## src/rtl/ir_pkg.sv

```systemverilog
// Shared types and constants for the HT6221/NEC key controller: event codes,
// one-hot FSM encoding, default 50 MHz timing and the frame complement check.
package ir_pkg;

  typedef enum logic [1:0] {
    EVT_PRESS   = 2'd0,
    EVT_REPEAT  = 2'd1,
    EVT_RELEASE = 2'd2
  } evt_type_e;

  typedef enum logic [4:0] {
    S_IDLE    = 5'b00001,
    S_CHECK   = 5'b00010,
    S_PRESS   = 5'b00100,
    S_HELD    = 5'b01000,
    S_RELEASE = 5'b10000
  } state_e;

  localparam int unsigned TMR_W             = 26;
  localparam int unsigned RELEASE_TO_DEF    = 6_000_000;   // 120 ms
  localparam int unsigned REPEAT_DLY_DEF    = 25_000_000;  // 500 ms
  localparam int unsigned REPEAT_PERIOD_DEF = 5_000_000;   // 100 ms
  localparam logic [7:0]  NEC_MASK          = 8'hFF;

  // NEC frames carry the command in [7:0] and its bitwise inverse in [15:8].
  function automatic logic nec_ok(input logic [15:0] data);
    return (data[7:0] ^ data[15:8]) == NEC_MASK;
  endfunction

endpackage

```

## src/rtl/ir_edge_sync.sv

```systemverilog
// Two-flop synchroniser for the idle-high IR line plus a falling-edge pulse.
// Flops reset to 1 so that leaving reset never fakes an edge.
module ir_edge_sync (
  input  logic clk,
  input  logic rst,
  input  logic din,
  output logic fall
);

  logic sync0, sync1;

  // NOTE: sequential state uses non-blocking assignments so every flop samples pre-edge values.
  always_ff @(posedge clk) begin
    if (rst) begin
      sync0 <= 1'b1;
      sync1 <= 1'b1;
    end else begin
      sync0 <= din;
      sync1 <= sync0;
    end
  end

  assign fall = sync1 & ~sync0;

endmodule

```

## src/rtl/ir_key_ctrl.sv

```systemverilog
// Turns decoded HT6221 frames plus raw IR activity into PRESS/REPEAT/RELEASE
// events on a one-deep valid/ready slot. Define IR_ADDR_FILTER_EN to reject
// frames whose address differs from DEV_ADDR.
module ir_key_ctrl
  import ir_pkg::*;
#(
  parameter logic [15:0] DEV_ADDR      = 16'hFF00,
  parameter int unsigned RELEASE_TO    = RELEASE_TO_DEF,
  parameter int unsigned REPEAT_DLY    = REPEAT_DLY_DEF,
  parameter int unsigned REPEAT_PERIOD = REPEAT_PERIOD_DEF
) (
  input  logic        clk,
  input  logic        rst,
  input  logic        ir_in,
  input  logic        dec_valid,
  input  logic [15:0] dec_data,
  input  logic [15:0] dec_addr,
  output logic        evt_valid,
  input  logic        evt_ready,
  output logic [1:0]  evt_type,
  output logic [7:0]  evt_code,
  output logic [15:0] evt_addr,
  output logic        key_held,
  output logic [7:0]  err_cnt,
  output logic        ovf,
  input  logic        ovf_clr
);

`ifdef IR_ADDR_FILTER_EN
  localparam bit ADDR_FILTER = 1'b1;
`else
  localparam bit ADDR_FILTER = 1'b0;
`endif

  localparam logic [TMR_W-1:0] REL_LAST   = TMR_W'(RELEASE_TO - 1);
  localparam logic [TMR_W-1:0] DLY_LAST   = TMR_W'(REPEAT_DLY - 1);
  localparam logic [TMR_W-1:0] PERIOD_LAST = TMR_W'(REPEAT_PERIOD - 1);

  state_e           state;
  logic             ir_fall;
  logic [15:0]      fr_data, fr_addr;
  logic [7:0]       held_code;
  logic [15:0]      held_addr;
  logic             pend_press;
  logic [TMR_W-1:0] rel_tmr, rep_tmr;
  logic             rep_first;

  logic slot_free, frame_ok, rel_hit, rep_hit, releasing;

  ir_edge_sync u_edge_sync (
    .clk  (clk),
    .rst  (rst),
    .din  (ir_in),
    .fall (ir_fall)
  );

  // NOTE: every always_comb output gets a default first so no latch can be inferred.
  always_comb begin
    frame_ok = nec_ok(fr_data);
    if (ADDR_FILTER && (fr_addr != DEV_ADDR)) frame_ok = 1'b0;
  end

  assign slot_free = !evt_valid || evt_ready;
  assign rel_hit   = (rel_tmr == REL_LAST);
  assign rep_hit   = (rep_tmr == (rep_first ? DLY_LAST : PERIOD_LAST));
  // Activity in the same cycle as a timeout keeps the key alive.
  assign releasing = rel_hit && !ir_fall && !dec_valid;

  always_ff @(posedge clk) begin
    if (rst) begin
      state      <= S_IDLE;
      fr_data    <= '0;
      fr_addr    <= '0;
      held_code  <= '0;
      held_addr  <= '0;
      pend_press <= 1'b0;
      rel_tmr    <= '0;
      rep_tmr    <= '0;
      rep_first  <= 1'b1;
      evt_valid  <= 1'b0;
      evt_type   <= '0;
      evt_code   <= '0;
      evt_addr   <= '0;
      key_held   <= 1'b0;
      err_cnt    <= '0;
      ovf        <= 1'b0;
    end else begin
      // Defaults first; a later load or overflow in this block overrides them.
      if (evt_valid && evt_ready) evt_valid <= 1'b0;
      if (ovf_clr) ovf <= 1'b0;

      case (state)
        S_IDLE: begin
          if (dec_valid) begin
            fr_data <= dec_data;
            fr_addr <= dec_addr;
            state   <= S_CHECK;
          end
        end

        S_CHECK: begin
          if (dec_valid) ovf <= 1'b1;
          if (!frame_ok) begin
            if (err_cnt != 8'hFF) err_cnt <= err_cnt + 8'd1;
            state <= key_held ? S_HELD : S_IDLE;
          end else if (!key_held) begin
            state <= S_PRESS;
          end else if (fr_data[7:0] == held_code) begin
            rel_tmr <= '0;
            state   <= S_HELD;
          end else begin
            pend_press <= 1'b1;
            state      <= S_RELEASE;
          end
        end

        S_PRESS: begin
          if (dec_valid) ovf <= 1'b1;
          if (slot_free) begin
            evt_valid  <= 1'b1;
            evt_type   <= EVT_PRESS;
            evt_code   <= fr_data[7:0];
            evt_addr   <= fr_addr;
            held_code  <= fr_data[7:0];
            held_addr  <= fr_addr;
            key_held   <= 1'b1;
            pend_press <= 1'b0;
            rel_tmr    <= '0;
            rep_tmr    <= '0;
            rep_first  <= 1'b1;
            state      <= S_HELD;
          end
        end

        S_HELD: begin
          if (dec_valid) begin
            fr_data <= dec_data;
            fr_addr <= dec_addr;
            state   <= S_CHECK;
          end else if (ir_fall) begin
            rel_tmr <= '0;
          end else if (rel_hit) begin
            state <= S_RELEASE;
          end else begin
            rel_tmr <= rel_tmr + TMR_W'(1);
          end

          if (!releasing) begin
            if (rep_hit) begin
              rep_tmr   <= '0;
              rep_first <= 1'b0;
              if (slot_free) begin
                evt_valid <= 1'b1;
                evt_type  <= EVT_REPEAT;
                evt_code  <= held_code;
                evt_addr  <= held_addr;
              end else begin
                ovf <= 1'b1;
              end
            end else begin
              rep_tmr <= rep_tmr + TMR_W'(1);
            end
          end
        end

        S_RELEASE: begin
          if (dec_valid) ovf <= 1'b1;
          if (slot_free) begin
            evt_valid <= 1'b1;
            evt_type  <= EVT_RELEASE;
            evt_code  <= held_code;
            evt_addr  <= held_addr;
            key_held  <= 1'b0;
            state     <= pend_press ? S_PRESS : S_IDLE;
          end
        end

        default: state <= S_IDLE;
      endcase
    end
  end

endmodule

```

## config.mk

```make
export PLATFORM = sky130hd
export DESIGN_NAME = ir_key_ctrl
export DESIGN_NICKNAME = d
export VERILOG_FILES = /design/src/rtl/ir_pkg.sv /design/src/rtl/ir_edge_sync.sv /design/src/rtl/ir_key_ctrl.sv
export SDC_FILE = /design/constraint.sdc
export NUM_CORES = 1
export LEC_CHECK = 0
export BUFFER_PORTS_ARGS = -buffer_cell sky130_fd_sc_hd__buf_2
export CAP_MARGIN = 10
export CORE_MARGIN = 10
export CORE_UTILIZATION = 50
export CTS_BUF_LIST = sky130_fd_sc_hd__clkbuf_4
export DETAILED_ROUTE_END_ITERATION = 8
export HOLD_SLACK_MARGIN = 0.05
export PLACE_DENSITY = 0.69
export SLEW_MARGIN = 20
export SYNTH_ARGS = -nofsm -noshare
export SYNTH_HDL_FRONTEND = slang
export SYNTH_SLANG_ARGS = --single-unit
```

## constraint.sdc

```tcl
create_clock -name clk -period 4 [get_ports clk]
set_input_delay 0.8 -clock clk [delete_from_list [all_inputs] [get_ports clk]]
set_output_delay 0.8 -clock clk [all_outputs]
set_load 0.01 [all_outputs]
```

==> results.toml <==
[status]
status = "finished, final reports clean"

[route]
drc = 0
route.vias.total = 7196
final_antenna_net_count = 0
via_per_inst = 5.90
wire_per_inst_um = 16.4
finalWirelength_um = 20000
drtIter0Drc = 584
first_pass_iters = 7

[floorplan]
die_y_um = 145
rows = 45
io_pins = 75
coreArea_um2 = 15200
die_w_um = 145
die_area_um2 = 20900
initial_core_util_pct = 51.1

[logic_synthesis]
synth_enable_flop_cells = 0
synthSimpleGateAreaFrac_pct = 25.7
ys_ff_latch = 154
synth_top_family_by_area = "simple AND/OR/NAND/NOR gates"
yosysWarnings = 0
synth_compound_area_share_pct = 20.4
synth_fa_ha_area_share_pct = 0.483
synth_ff_type = "dfxtp_1"
synth.area.mux_share_pct = 3.36
synth_area_um2 = 7770
netlist_instances = 979
ys_seq_area_share_pct = 39.7
synth_nets = 1020
ys_types = 68
syn_avg_cell_area_um2 = 7.94
synth-async-reset-ratio_pct = 0
synth_xor_area_share_pct = 5.41

[cts]
hold_buffers = 0
numCtsBuffers = 17
clock-root-buffer = "clkbuf_4"
cts_tree = "yes"
clkLatencyLatePin_ns = 0.59
ctsHtreeMaxLevel = 4
postCtsSetupBuffers = 0
clkTransAtPathRegs_ns = 0.13
clk_path_buf_depth = 2
cts_resized = 0
cts.sinks = 154

[power_and_ir_drop]
ir_worst_vdd_mv = 0.260
p_switching_mw = 0.743
swShare_pct = 27.6
share_seq_of_total_power_pct = 58.9
clockPowerShare_pct = 34.9
p_int_mw = 1.95
combPwrFrac_pct = 6.2
powerDensity_nw_per_um2 = 318
leakage_nw = 3.02

[global_routing]
antenna_found_initial = 1
grt_pass1_vias = 6503
gr-total-overflow = 0
grt_pass1_wl_um = 33100
grt_max_degree = 67
grt_util_all_layers_pct = 19.4

[layout]
layout.nets = 1059
layout_commonest_cell = "nand2_1"
fillCellCount = 1489
stdcell_area_um2 = 8480
layout_common_cells = "193 x nand2_1, 154 x dfxtp_1, 105 x a21oi_1"
synthToLayoutAreaGrowth_pct = 9.05
drive_gt1_share_pct = 14.4

[worst_setup_path]
reg2reg_setup_slack_ns = 1.03
arrival_ns = 3.43
crit_path_start_kind = "flip-flop"
critical_path_class = "reg2reg"
endpoint_kind = "flip-flop"
required_ns = 4.46
worstPathMaxFanout = 34

[place]
dpl_cell_area_um2 = 8200
hpwl_um = 13000
gp_congestion = 0.880
numPortBuffers = 74

[sta]
setup_violations = 0
final_hold_viol_count = 0
slew_headroom_pct = 28.1
skew_ns = 0.0154
fin_tns_setup_ns = 0
rsz0062_at_grt = "false"
period_needed_ns = 2.97
fin_crit_sh_pct = 74.3
maxSlewViolCount = 0
max_freq_mhz = 336
worstMarginPinSlew_ns = 1.07

[job]
drv_cap = 0

[min_path]
hp-class = "in2reg"
## state kept, by name, indices dropped and copies added (netlist names), 2 cells and up
register / count
err_cnt: 8
evt_addr: 16
evt_code: 8
evt_type: 2
fr_addr: 16
fr_data: 16
held_addr: 16
held_code: 8
rel_tmr: 26
rep_tmr: 26
state: 5
## critical path: stages (launching register included)
cell	delay [ns]
dfxtp_1	0.46
nor2_1	0.29
and3_2	0.58
buf_4	0.43
nor2_1	0.07
buf_4	0.21
a2111oi_0	0.56
xnor2_1	0.19
nor2_1	0.05
## layer usage
metal  GRT usage, %  share of wire [%]
met5              0                  0
met3           4.99                5.0
met2           31.0                 47
met1           25.4                 46
met4           5.21                1.5
## final timing paths
path | from | end | depth (start not counted)
max | state[2] | rep_tmr[4] | 8
min | ir_in | u_edge_sync.sync0 | 2
max reg2reg | state[2] | rep_tmr[4] | 8
min reg2reg | held_addr[1] | held_addr[1] | 2
## cells by family (layout without fill, tap and decap cells)
family	Yosys count	count (layout)
compound gates	254	254
xor+xnor	48	48
fa+ha+maj	3	3
buf+inv	84	136
flops	154	154
mux	26	26
other cells	0	1
simple gates	410	410
## cells in the mapped netlist (all sizes together) (3+ instances only)
master / number / share of area [%]
a2111oi: 13 / 1.5
a211o: 3 / 0.34
a211oi: 11 / 1.1
a21oi: 106 / 6.8
a31oi: 27 / 2.2
and2: 8 / 0.64
and3: 9 / 0.72
and4: 5 / 0.56
buf: 21 / 1.9
clkbuf: 51 / 2.5
dfxtp: 154 / 40
ha: 3 / 0.48
inv: 11 / 0.53
mux2i: 25 / 3.2
nand2: 193 / 9.3
nand2b: 25 / 2.0
nand3: 21 / 1.4
nand4: 21 / 1.7
nand4b: 4 / 0.45
nor2: 61 / 2.9
nor2b: 5 / 0.40
nor3: 8 / 0.64
nor4: 11 / 1.1
nor4bb: 3 / 0.39
o2111ai: 3 / 0.34
o211ai: 7 / 0.68
o21ai: 41 / 2.7
o311ai: 5 / 0.56
o31ai: 8 / 0.77
o32ai: 4 / 0.45
o41ai: 10 / 1.2
or2: 5 / 0.40
or3: 12 / 0.97
or3b: 3 / 0.34
or4: 8 / 0.77
xnor2: 31 / 3.5
xor2: 17 / 1.9
## power groups by stage
stage                     Combinational, mW  Sequential (mW)  Clock (mW)
final                                 0.166             1.59       0.941
after global routing                  0.188             1.59        1.03
after CTS                             0.167             1.59       0.969
after detailed placement              0.166             1.62           0
after global placement                0.165             1.62           0
after floorplan                       0.122             1.61           0
## final cells by class
class	instances	area, um^2	area share (%)
multi-input combinational	741	4330	51.1
sequential	154	3080	36.4
timing repair buffer	92	508	5.99
tap	188	235	2.78
clock inverter	14	138	1.62
clock buffer	18	135	1.59
inverter	12	45.0	0.531
antenna	1	2.50	0.0295
## per-stage QoR
step	power (mW)	worst slack, ns	hold slack [ns]	cells	util, %
6_report	2.69	1.03	0.409	1220	55.8
5_1_grt	2.81	0.810	0.375	1220	55.8
4_1_cts	2.72	1.06	0.364	1219	55.7
3_5_place_dp	1.79	1.15	0.457	1187	53.9
3_3_place_gp	1.78	1.18	0.455	1187	53.9
2_1_floorplan	1.73	1.77	0.432	979	-
Power figures use the tool's default switching activity.
